**src/rtl/sha256_pkg.sv**
```systemverilog
// Shared types, constants and padding helper for the SHA-256 message padder.
package sha256_pkg;

  typedef enum logic [2:0] {
    ST_DATA   = 3'd0,
    ST_ONE    = 3'd1,
    ST_ZERO   = 3'd2,
    ST_LEN_HI = 3'd3,
    ST_LEN_LO = 3'd4
  } pad_state_e;

  localparam int          WORD_W          = 32;
  localparam int          WORDS_PER_BLOCK = 16;
  localparam logic [3:0]  LEN_HI_IDX      = 4'd14;
  localparam logic [3:0]  LAST_IDX        = 4'(WORDS_PER_BLOCK - 1);
  localparam logic [31:0] PAD_ONE_WORD    = 32'h8000_0000;

  // Keep bytes [0, nbytes), put the 0x80 marker at byte[nbytes], zero the rest.
  // Byte 0 sits in [31:24]; nbytes >= 4 leaves the word untouched.
  function automatic logic [31:0] pad_last_word(input logic [31:0] data,
                                                input logic [2:0]  nbytes);
    logic [31:0] w;
    w = 32'h0000_0000;
    for (int i = 0; i < 4; i++) begin
      if (3'(i) < nbytes) begin
        w[31-8*i -: 8] = data[31-8*i -: 8];
      end else if (3'(i) == nbytes) begin
        w[31-8*i -: 8] = 8'h80;
      end else begin
        w[31-8*i -: 8] = 8'h00;
      end
    end
    return w;
  endfunction

endpackage

```
**src/rtl/sha256_pad_ctrl.sv**
```systemverilog
// Streaming SHA-256 padder: passes message words through, then appends the
// 0x80 marker, zero fill and 64-bit bit length, 16 words per block.
module sha256_pad_ctrl
  import sha256_pkg::*;
(
  input  logic              clk,
  input  logic              rst,
  input  logic              in_valid,
  output logic              in_ready,
  input  logic [WORD_W-1:0] in_data,
  input  logic              in_last,
  input  logic [2:0]        in_nbytes,
  output logic              out_valid,
  input  logic              out_ready,
  output logic [WORD_W-1:0] out_data,
  output logic              out_block_start,
  output logic              out_block_end,
  output logic              out_msg_end,
  output logic              busy
);

  pad_state_e  state_r;
  logic [3:0]  widx_r;
  logic [63:0] len_bits_r;

  logic        load_s;
  logic [2:0]  nbytes_s;
  logic [3:0]  widx_nxt_s;
  pad_state_e  fill_next_s;

  assign load_s     = !out_valid || out_ready;
  assign in_ready   = (state_r == ST_DATA) && load_s;
  assign nbytes_s   = (in_nbytes > 3'd4) ? 3'd4 : in_nbytes;
  assign widx_nxt_s = widx_r + 4'd1;

  // After a marker or zero word: if the next slot is the length slot, go
  // straight to LEN_HI so the padding streams without a bubble.
  always_comb begin
    fill_next_s = ST_ZERO;
    if (widx_nxt_s == LEN_HI_IDX) begin
      fill_next_s = ST_LEN_HI;
    end else begin
      fill_next_s = ST_ZERO;
    end
  end

  // Padding FSM, word/length counters and the registered output stage.
  always_ff @(posedge clk or posedge rst) begin
    if (rst) begin
      state_r         <= ST_DATA;
      widx_r          <= 4'd0;
      len_bits_r      <= 64'd0;
      out_valid       <= 1'b0;
      out_data        <= 32'h0000_0000;
      out_block_start <= 1'b0;
      out_block_end   <= 1'b0;
      out_msg_end     <= 1'b0;
      busy            <= 1'b0;
    end else if (load_s) begin
      case (state_r)
        ST_DATA: begin
          if (in_valid) begin
            out_valid       <= 1'b1;
            busy            <= 1'b1;
            out_block_start <= (widx_r == 4'd0);
            out_block_end   <= (widx_r == LAST_IDX);
            out_msg_end     <= 1'b0;
            widx_r          <= widx_nxt_s;
            if (in_last) begin
              out_data   <= pad_last_word(in_data, nbytes_s);
              len_bits_r <= len_bits_r + {58'd0, nbytes_s, 3'd0};
              if (nbytes_s == 3'd4) begin
                state_r <= ST_ONE;
              end else begin
                state_r <= fill_next_s;
              end
            end else begin
              out_data   <= in_data;
              len_bits_r <= len_bits_r + 64'd32;
              state_r    <= ST_DATA;
            end
          end else begin
            out_valid   <= 1'b0;
            busy        <= 1'b0;
            out_msg_end <= 1'b0;
          end
        end
        ST_ONE: begin
          out_valid       <= 1'b1;
          busy            <= 1'b1;
          out_data        <= PAD_ONE_WORD;
          out_block_start <= (widx_r == 4'd0);
          out_block_end   <= (widx_r == LAST_IDX);
          out_msg_end     <= 1'b0;
          widx_r          <= widx_nxt_s;
          state_r         <= fill_next_s;
        end
        ST_ZERO: begin
          if (widx_r == LEN_HI_IDX) begin
            // Length slot reached without emitting; normally skipped above.
            out_valid <= 1'b0;
            busy      <= 1'b1;
            state_r   <= ST_LEN_HI;
          end else begin
            out_valid       <= 1'b1;
            busy            <= 1'b1;
            out_data        <= 32'h0000_0000;
            out_block_start <= (widx_r == 4'd0);
            out_block_end   <= (widx_r == LAST_IDX);
            out_msg_end     <= 1'b0;
            widx_r          <= widx_nxt_s;
            state_r         <= fill_next_s;
          end
        end
        ST_LEN_HI: begin
          out_valid       <= 1'b1;
          busy            <= 1'b1;
          out_data        <= len_bits_r[63:32];
          out_block_start <= (widx_r == 4'd0);
          out_block_end   <= (widx_r == LAST_IDX);
          out_msg_end     <= 1'b0;
          widx_r          <= widx_nxt_s;
          state_r         <= ST_LEN_LO;
        end
        ST_LEN_LO: begin
          out_valid       <= 1'b1;
          busy            <= 1'b1;
          out_data        <= len_bits_r[31:0];
          out_block_start <= (widx_r == 4'd0);
          out_block_end   <= (widx_r == LAST_IDX);
          out_msg_end     <= 1'b1;
          widx_r          <= widx_nxt_s;
          len_bits_r      <= 64'd0;
          state_r         <= ST_DATA;
        end
        default: begin
          state_r     <= ST_DATA;
          out_valid   <= 1'b0;
          busy        <= 1'b0;
          out_msg_end <= 1'b0;
        end
      endcase
    end else begin
      // Downstream stalled: hold the presented word and all state.
      state_r <= state_r;
    end
  end

endmodule

```
**config.mk**
```make
export PLATFORM = sky130hd
export DESIGN_NAME = sha256_pad_ctrl
export DESIGN_NICKNAME = d
export VERILOG_FILES = /design/src/rtl/sha256_pkg.sv /design/src/rtl/sha256_pad_ctrl.sv
export SDC_FILE = /design/constraint.sdc
export NUM_CORES = 1
export LEC_CHECK = 0
export ABC_AREA = 0
export CORE_UTILIZATION = 40
export CTS_CLUSTER_SIZE = 30
export DETAILED_ROUTE_END_ITERATION = 8
export GPL_ROUTABILITY_DRIVEN = 0
export PLACE_DENSITY_LB_ADDON = 0.1
export SETUP_SLACK_MARGIN = 0.05
export SLEW_MARGIN = 10
export SYNTH_ARGS = -nofsm -noshare
export SYNTH_HDL_FRONTEND = slang
export SYNTH_SLANG_ARGS = --single-unit
```
**constraint.sdc**
```tcl
create_clock -name clk -period 5.7 [get_ports clk]
set_input_delay 0.855 -clock clk [delete_from_list [all_inputs] [get_ports clk]]
set_output_delay 0.855 -clock clk [all_outputs]
set_load 0.05 [all_outputs]
```
Word-level counts from Yosys, hierarchy flattened
Cells that the tools add are included.
- eq/ne operators: 13
- order comparisons: 5
- mux-type cells: 37
- reductions and logical operators: 16
- $add $sub $neg: 3
- operators by type and width (kind ; number):
    32-bit one-hot mux with 5 select lines ; 1
    64-bit two-way mux ; 2
    64-bit one-hot mux with 2 select lines ; 1
    32-bit two-way mux ; 3
    64-bit by 6-bit adder with 64-bit output ; 1
    64-bit by 6-bit adder with 64-bit output (second input constant) ; 1
    8-bit two-way mux ; 8
    3-bit two-way mux ; 5
    4-bit equality test (second input constant) ; 3
    3-bit one-hot mux with 4 select lines ; 1
    4-bit one-hot mux with 3 select lines ; 1
    1-bit one-hot mux with 3 select lines ; 3
    1-bit two-way mux ; 8
    4-bit two-way mux ; 2
    4-bit AND reduction ; 2
    2-bit by 3-bit equality test with 1-bit output (first input constant) ; 2
    3-bit by 2-bit equality test with 1-bit output (second input constant) ; 2
    3-bit equality test (second input constant) ; 2
    3-bit logical NOT ; 2
    1-bit by 3-bit less-than comparator with 1-bit output (first input constant) ; 2
    2-bit by 3-bit less-than comparator with 1-bit output (first input constant) ; 2
    5-bit nonzero test ; 1
    4-bit by 1-bit adder with 4-bit output (second input constant) ; 1
    4-bit logical NOT ; 1
    other kinds (14) ; 17
- register bits after elaboration: 108
- input bits: 40
- logic and storage cells: 83

Depth between registers and ports, before layout
Gate-level depths: netlist (run 1).
- depth after elaboration: 8
- mapped depth: 9
- mapped depth without buffers: 8

Worst setup path before layout (run 1)
Ideal clock, no wire load.
- kind: input port to output port
- from: input out_ready
- to: output in_ready
- path slack: 2.683 ns
- required time: 4.845 ns
- stages: 3
- arrival: 2.162 ns
- path buffers: 1
- cell sequence: nor2b_1 > clkbuf_1 > nor3_1
- word-level cells in the longest chain between the ends: 2
- ends and longest elaborated chain (item ; RTL line ; RTL):
    start: declaration ; sha256_pad_ctrl.sv:14 ; input logic out_ready,
    1-bit logical OR ; sha256_pad_ctrl.sv:31 ; assign load_s = !out_valid || out_ready;
    1-bit logical AND ; sha256_pad_ctrl.sv:32 ; assign in_ready = (state_r == ST_DATA) && load_s;
    end: declaration ; sha256_pad_ctrl.sv:9 ; output logic in_ready,
Every way passes these cells.

Worst setup path after layout (run 1)
Ends and elaborated chain as after synthesis.

==> results of run 1 <==
==> cell families after synthesis <==
logic type | after synthesis
AO/OA/AOI/OAI | 153
buffers and inverters | 60
AND/OR/NAND/NOR | 284
multiplexers | 16
flip-flops | 105
adder cells (fa/ha/maj) | 9
XOR/XNOR | 21
==> cell usage after synthesis, drive strengths merged (3+ instances only) <==
| cell type | count |
|---|---|
| xor2 | 14 |
| nand2 | 47 |
| dfrtp | 105 |
| nor4 | 13 |
| buf | 6 |
| a21oi | 40 |
| or4 | 9 |
| and3 | 15 |
| o31ai | 11 |
| nand4 | 30 |
| nand2b | 17 |
| nand4b | 4 |
| nor2b | 6 |
| o21ai | 23 |
| or3 | 14 |
| and2 | 4 |
| a222oi | 9 |
| nand3 | 34 |
| o41ai | 3 |
| mux2i | 14 |
| a31oi | 24 |
| a22oi | 19 |
| a32oi | 5 |
| clkbuf | 38 |
| ha | 8 |
| xnor2 | 7 |
| inv | 16 |
| o21a | 3 |
| and4 | 14 |
| nor3 | 7 |
| a21o | 3 |
| nor2 | 66 |
==> layout make-up <==
cell class                      count  area (µm²)
Inverter                           16        62.6
Timing Repair Buffer               86         838
Multi-Input combinational cell    483        3050
Tap cell                          184         230
Clock inverter                      3        15.0
Clock buffer                       12         267
Sequential cell                   105        2630
Fill cell                        1322        7390
==> worst reg2reg max path: stages (launching register included) <==
cell	delay, ns
dfrtp_1	0.49
or2_1	0.41
nor4_4	0.68
nand4_4	0.52
or4_1	0.65
a21oi_1	0.16
==> state kept, by name, summed over array words and instances, names as in the netlist <==
name,flops
busy,1
len_bits_r,61
out_block_end,1
out_block_start,1
out_data,32
out_msg_end,1
out_valid,1
state_r,3
widx_r,4
==> power by group <==
group,switching (µW),internal (µW),total (µW)
Combinational,1060,529,1590
Clock,271,328,599
Sequential,169,934,1100
==> how the worst max path moves through the flow <==
stage                 start              to  slack, ns  cells after the start
2_1_floorplan           rst            busy       2.08                      1
3_3_place_gp   in_nbytes[0]  len_bits_r[55]       1.87                     10
3_5_place_dp   in_nbytes[0]  len_bits_r[55]       1.82                     10
4_1_cts           out_ready        in_ready       2.06                      4
5_1_grt           out_ready        in_ready       1.90                      4
6_report          out_ready        in_ready       2.04                      4
==> cell usage in the layout, fill, tap and decap left out, types with 6 or more instances in the layout <==
cell type	count
dfrtp_1	105
clkdlybuf4s50_1	77
nor2_1	64
nand2_1	47
a21oi_1	40
nand3_1	33
nand4_1	29
a31oi_1	24
o21ai_0	23
a22oi_1	19
nand2b_1	17
inv_1	15
and3_1	15
or3_1	14
mux2i_1	14
xor2_1	14
and4_1	14
o31ai_1	11
a222oi_1	9
or4_1	9
clkbuf_16	9
buf_4	9
nor4_1	8
ha_1	8
xnor2_1	7
nor2b_1	6
nor3_1	6
==> per-layer routing <==
layer  global-route usage  vias to the layer above  wire length, µm
met3               0.0462                       11              896
met4               0.0602                        0              132
met5                    0                        -                0
li1                     -                     2525                -
met1                0.342                     2671             8140
met2                0.371                      158             8020
==> stage by stage <==
stage,cell area [µm²],power [µW]
floorplan,5910,2220
global placement,6810,2680
detailed placement,6810,2710
CTS,7090,3320
global route,7090,3500
finish,7090,3290
==> metrics.md, run 1 <==
| Metric | Value |
|---|---|
| Synth Warn # | `0` |
| Synth Area in Adders | `0.0203` |
| Final instance count without filler cells | `between 800 and 900` |
| Fin nets | `750` |
| Final setup viols | `0` |
| Most common flop cell mapped by yosys | `dfrtp_1` |
| RSZ-0062 raised after global routing | `no` |
| Worst slew pin tran | `between 1 and 1.5 ns` |
| Setup ws final | `2.04 ns` |
| Average cell area after synthesis | `9.13 µm²` |
| Crit-path cells | `clkdlybuf4s50_1 > nor2b_1 > nor3_1 > clkdlybuf4s50_1` |
| Wire per inst | `19.3 µm` |
| Reg clk slew, reported paths | `0.07 ns` |
| Die X | `between 100 and 150 µm` |
| Placed cells | `874` |
| Peak Freq | `273 MHz` |
| Hold endpoint | `busy` |
| CTS Buf Count | `9` |
| Largest net degree at the start of global routing | `74` |
| Layout cell share with drive strength beyond 1 | `0.0582` |
| Cells after synthesis | `648` |
| DRT iter0 DRCs | `498` |
| Core Box Area | `roughly 14,000 µm²` |
| Crit. End Element | `primary output` |
| Clock skew | `0.00765 ns` |
| Setup crit start kind | `primary input` |
| R2R Setup Slk | `roughly 2.7 ns` |
| Final core area utilization | `0.490` |
| GRT Total Usage | `0.239` |
| Placement Setup Slack | `1.82 ns` |
| Top cell type's share of synthesized area | `0.444` |
| VDD IR max | `0.000172 V` |
| Dpl hpwl | `12,200 µm` |
| EDFF count, synth | `0` |
| Antenna viol nets, final | `0` |
| Most numerous cell on the critical path | `clkdlybuf4s50_1` |
| DRC Markers | `0` |
| Post_cts resized | `0` |
| Mapped Nets | `about 700` |
| Largest family of logic cells by synthesized area | `simple AND/OR/NAND/NOR gates` |
| R2R Path Start | `state_r[0]` |
| Die Footprint | `15,300 µm²` |
| Family with the most delay on the worst path | `buffers and inverters` |
| Via density | `6.03` |
| Die height | `about 120 µm` |
| Crit share post-route | `0.643` |
| Worst Hold Slack | `approximately 0.50 ns` |
| Reg2Reg Depth | `5` |
| Yosys top cell by area | `dfrtp_1` |
| Initial antenna violation count | `0` |
| Synth Area in XOR/XNOR | `0.0311` |
| Hold path cells | `1` |
| # clock sinks | `105` |
| Buf/Inv on CP | `2` |
| Area Growth Syn to Fin | `19.9%` |
| CP peak stage delay | `0.74 ns` |
| Io pins | `just under 80` |
| H-Tree Depth | `3` |
| DR pass1 iterations | `7` |
| Clk Latency, worst-skew pair | `0.35 ns` |
| Reg2reg end | `len_bits_r[60]` |
| Slew Limit Fails | `0` |
| Top cells by area, synth | `dfrtp_1, nor2_1, a21oi_1, nand4_1, nand2_1` |
| Post-synthesis sequential area ratio | `0.444` |
| Async set or reset register ratio after synthesis | `1.00` |
| Setup TNS | `0 ns` |
| Simple-gate share of the synthesized area | `0.266` |
| Post-CTS Hold Fix Bufs | `0` |
| Initial Utilization | `0.408` |
| CTS tree | `built` |
| Via count | `approximately 5.4k` |
| Hold Fails Final Rpt | `0` |
| N_diodes | `0` |
| PortBufs | `77` |
| First-pass GRT wire length | `27,600 µm` |
| Min cycle time layout | `3.66 ns` |
| Crit Path Max Fanout | `10` |
| CTS Buffer Depth | `2` |
| GRT overflow | `0` |
| # Post-CTS Setup Buffers | `0` |
| Final wirelength | `~17,000 µm` |
| Synthesized flop and latch total | `105` |
| Max-slew headroom | `0.234` |
| Status | `finished, final reports clean` |
| Leakage | `roughly 0.0028 µW` |
| Post-synth cell types | `54` |
| Critical path class | `in2out` |
| Critical Path RT | `between 4 and 5 ns` |
| Vias in the first global route | `5,032` |
| Hold Startpoint | `busy` |
| Hold Crit Class | `reg2reg` |
| Critical path's slowest cell | `clkdlybuf4s50_1` |
| Pwr dens | `465 nW/µm²` |
| Post-synthesis mux area share | `0.0275` |
| Post-Synthesis Cell Area | `5910 µm²` |
| Row count | `44` |
| Post-synthesis compound-gate area fraction | `0.170` |
| Arr. time, crit path | `2.81 ns` |
| Max-cap violations | `0` |
| Root buffer cell | `clkbuf_16` |
Power figures use the tool's default switching activity.
==> run 2, diff against run 1 <==
==> constraint.sdc (replaced) <==
create_clock -name clk -period 3.6 [get_ports clk]
set_input_delay 0.54 -clock clk [delete_from_list [all_inputs] [get_ports clk]]
set_output_delay 0.54 -clock clk [all_outputs]
set_load 0.05 [all_outputs]
==> run 2 against run 1 <==
Effect of this change: core utilization rose by 0.43 points; flip-flop and latch count did not move; worst hold slack improved by 0.011 ns; clock-buffer cell count did not move; clock skew fell by 0.00066 ns; design area rose by 0.88%; largest cell class unchanged; via count rose by 0.97%.
==> metrics.md, run 2 (synthesis results as in run 1) <==
| Metric | Value |
|---|---|
| Status | `finished, final reports clean` |
| Post_cts resized | `0` |
| Initial Utilization | `0.408` |
| Final setup viols | `0` |
| Max-cap violations | `0` |
| # Post-CTS Setup Buffers | `0` |
| Placed cells | `881` |
| Via density | `about 6.0` |
| Die height | `124 µm` |
| Setup crit start kind | `flop` |
| DRC Markers | `0` |
| Biggest regs | `len_bits_r x61, out_data x32, widx_r x4` |
| First-pass GRT wire length | `27,600 µm` |
| Min cycle time layout | `2.95 ns` |
| Dpl hpwl | `~13,000 µm` |
| Vias in the first global route | `roughly 5k` |
| Area Growth Syn to Fin | `21.0%` |
| Placed inst area | `6880 µm²` |
| Core Box Area | `between 10,000 and 15,000 µm²` |
| Crit Path Max Fanout | `28` |
| Setup TNS | `0 ns` |
| Max-slew headroom | `0.505` |
| Placement Setup Slack | `~0.36 ns` |
| Worst slew pin tran | `0.736 ns` |
| Fillers | `1,356` |
| DR pass1 iterations | `5` |
| Final core area utilization | `0.494` |
| Fin nets | `about 760` |
| Arr. time, crit path | `3.22 ns` |
| Hold Crit Class | `reg2reg` |
| Crit share post-route | `0.818` |
| N_diodes | `0` |
| Setup ws final | `0.654 ns` |
| Critical path class | `reg2reg` |
| Peak Freq | `~340 MHz` |
| Final instance count without filler cells | `about 900` |
| Io pins | `78` |
| # clock sinks | `105` |
| Clk Latency, worst-skew pair | `roughly 0.36 ns` |
| PortBufs | `77` |
| Root buffer cell | `clkbuf_16` |
| Leakage | `around 0.0029 µW` |
| Clock skew | `between 0.006 and 0.007 ns` |
| Reg clk slew, reported paths | `~0.070 ns` |
| RSZ-0062 raised after global routing | `no` |
| GRT Total Usage | `0.241` |
| Slew Limit Fails | `0` |
| H-Tree Depth | `3` |
| Final Cell Area | `between 7000 and 8000 µm²` |
| DRT iter0 DRCs | `629` |
| CTS Buf Count | `9` |
| Commonest non-fill, non-tap cell in the layout | `dfrtp_1` |
| Critical Path RT | `3.88 ns` |
| Die X | `approximately 120 µm` |
| GRT overflow | `0` |
| Die Footprint | `between 15,000 and 20,000 µm²` |
| CTS tree | `built` |
| Top reg by flops | `len_bits_r` |
| CTS Buffer Depth | `2` |
| Max reg flops | `61` |
| Wire per inst | `approximately 20 µm` |
| Row count | `44` |
| Initial antenna violation count | `0` |
| Pwr dens | `736 nW/µm²` |
| Via count | `5,417` |
| Hold Fails Final Rpt | `0` |
| Largest net degree at the start of global routing | `48` |
| VDD IR max | `0.000320 V` |
| Post-CTS Hold Fix Bufs | `0` |
| Commonest cells after routing, fill and taps aside | `dfrtp_1, clkdlybuf4s50_1, nor2_1, nand2_1, a21oi_1` |
| R2R Setup Slk | `0.65 ns` |
| Final wirelength | `17,500 µm` |
| Antenna viol nets, final | `0` |
| Crit. End Element | `flop` |
| Layout cell share with drive strength beyond 1 | `0.0632` |
[run 2: cell count changes in the layout (fill, tap and decap cells not counted), sizes merged]
cell,change
buf,+7
bufinv,+1
clkinv,-2
clkinvlp,+1
[run 2: metrics by stage]
stage                     hold slack (ns)  total power (µW)
after floorplan                     0.491              3510
after global placement              0.487              4280
after detailed placement            0.485              4310
after CTS                           0.501              5290
after global routing                0.540              5600
final                               0.507              5270
[run 2: per-layer routing]
metal  GRT usage  vias to the layer above  part of all wire  wire [µm]
met2       0.364                      181              0.45       7900
met1       0.343                     2676              0.47       8320
li1            -                     2540                 -          -
met3      0.0591                       20             0.059       1040
met4      0.0655                        0             0.015        261
met5           0                        -                 0          0
[run 2: cell type report]
| class | count | area, µm² | area share |
|---|---|---|---|
| Clock buffer | 12 | 236 | 0.0331 |
| Clock inverter | 3 | 42.5 | 0.00595 |
| Inverter | 16 | 62.6 | 0.00874 |
| Multi-Input combinational cell | 483 | 3050 | 0.427 |
| Sequential cell | 105 | 2630 | 0.367 |
| Tap cell | 184 | 230 | 0.0322 |
| Timing Repair Buffer | 93 | 903 | 0.126 |
[run 2: worst paths after layout]
kind,from,to,depth (start not counted)
max,state_r[0],len_bits_r[58],5
min,busy,busy,1
max reg2reg,state_r[0],len_bits_r[58],5
min reg2reg,busy,busy,1
max in group asynchronous,rst,len_bits_r[34],3
min in group asynchronous,rst,out_block_start,2
[run 2: critical path, stage by stage (launching register included)]
cell and delay [ns]:
dfrtp_1 0.49, or2_1 0.41, nor4_4 0.66, nand4_4 0.49, or4_1 0.64, a21oi_1 0.16
[run 2: power breakdown]
part / internal [µW] / switching, µW
combinational: 849 / 1700
sequential: 1480 / 266
clock: 536 / 442
total: 2860 / 2410
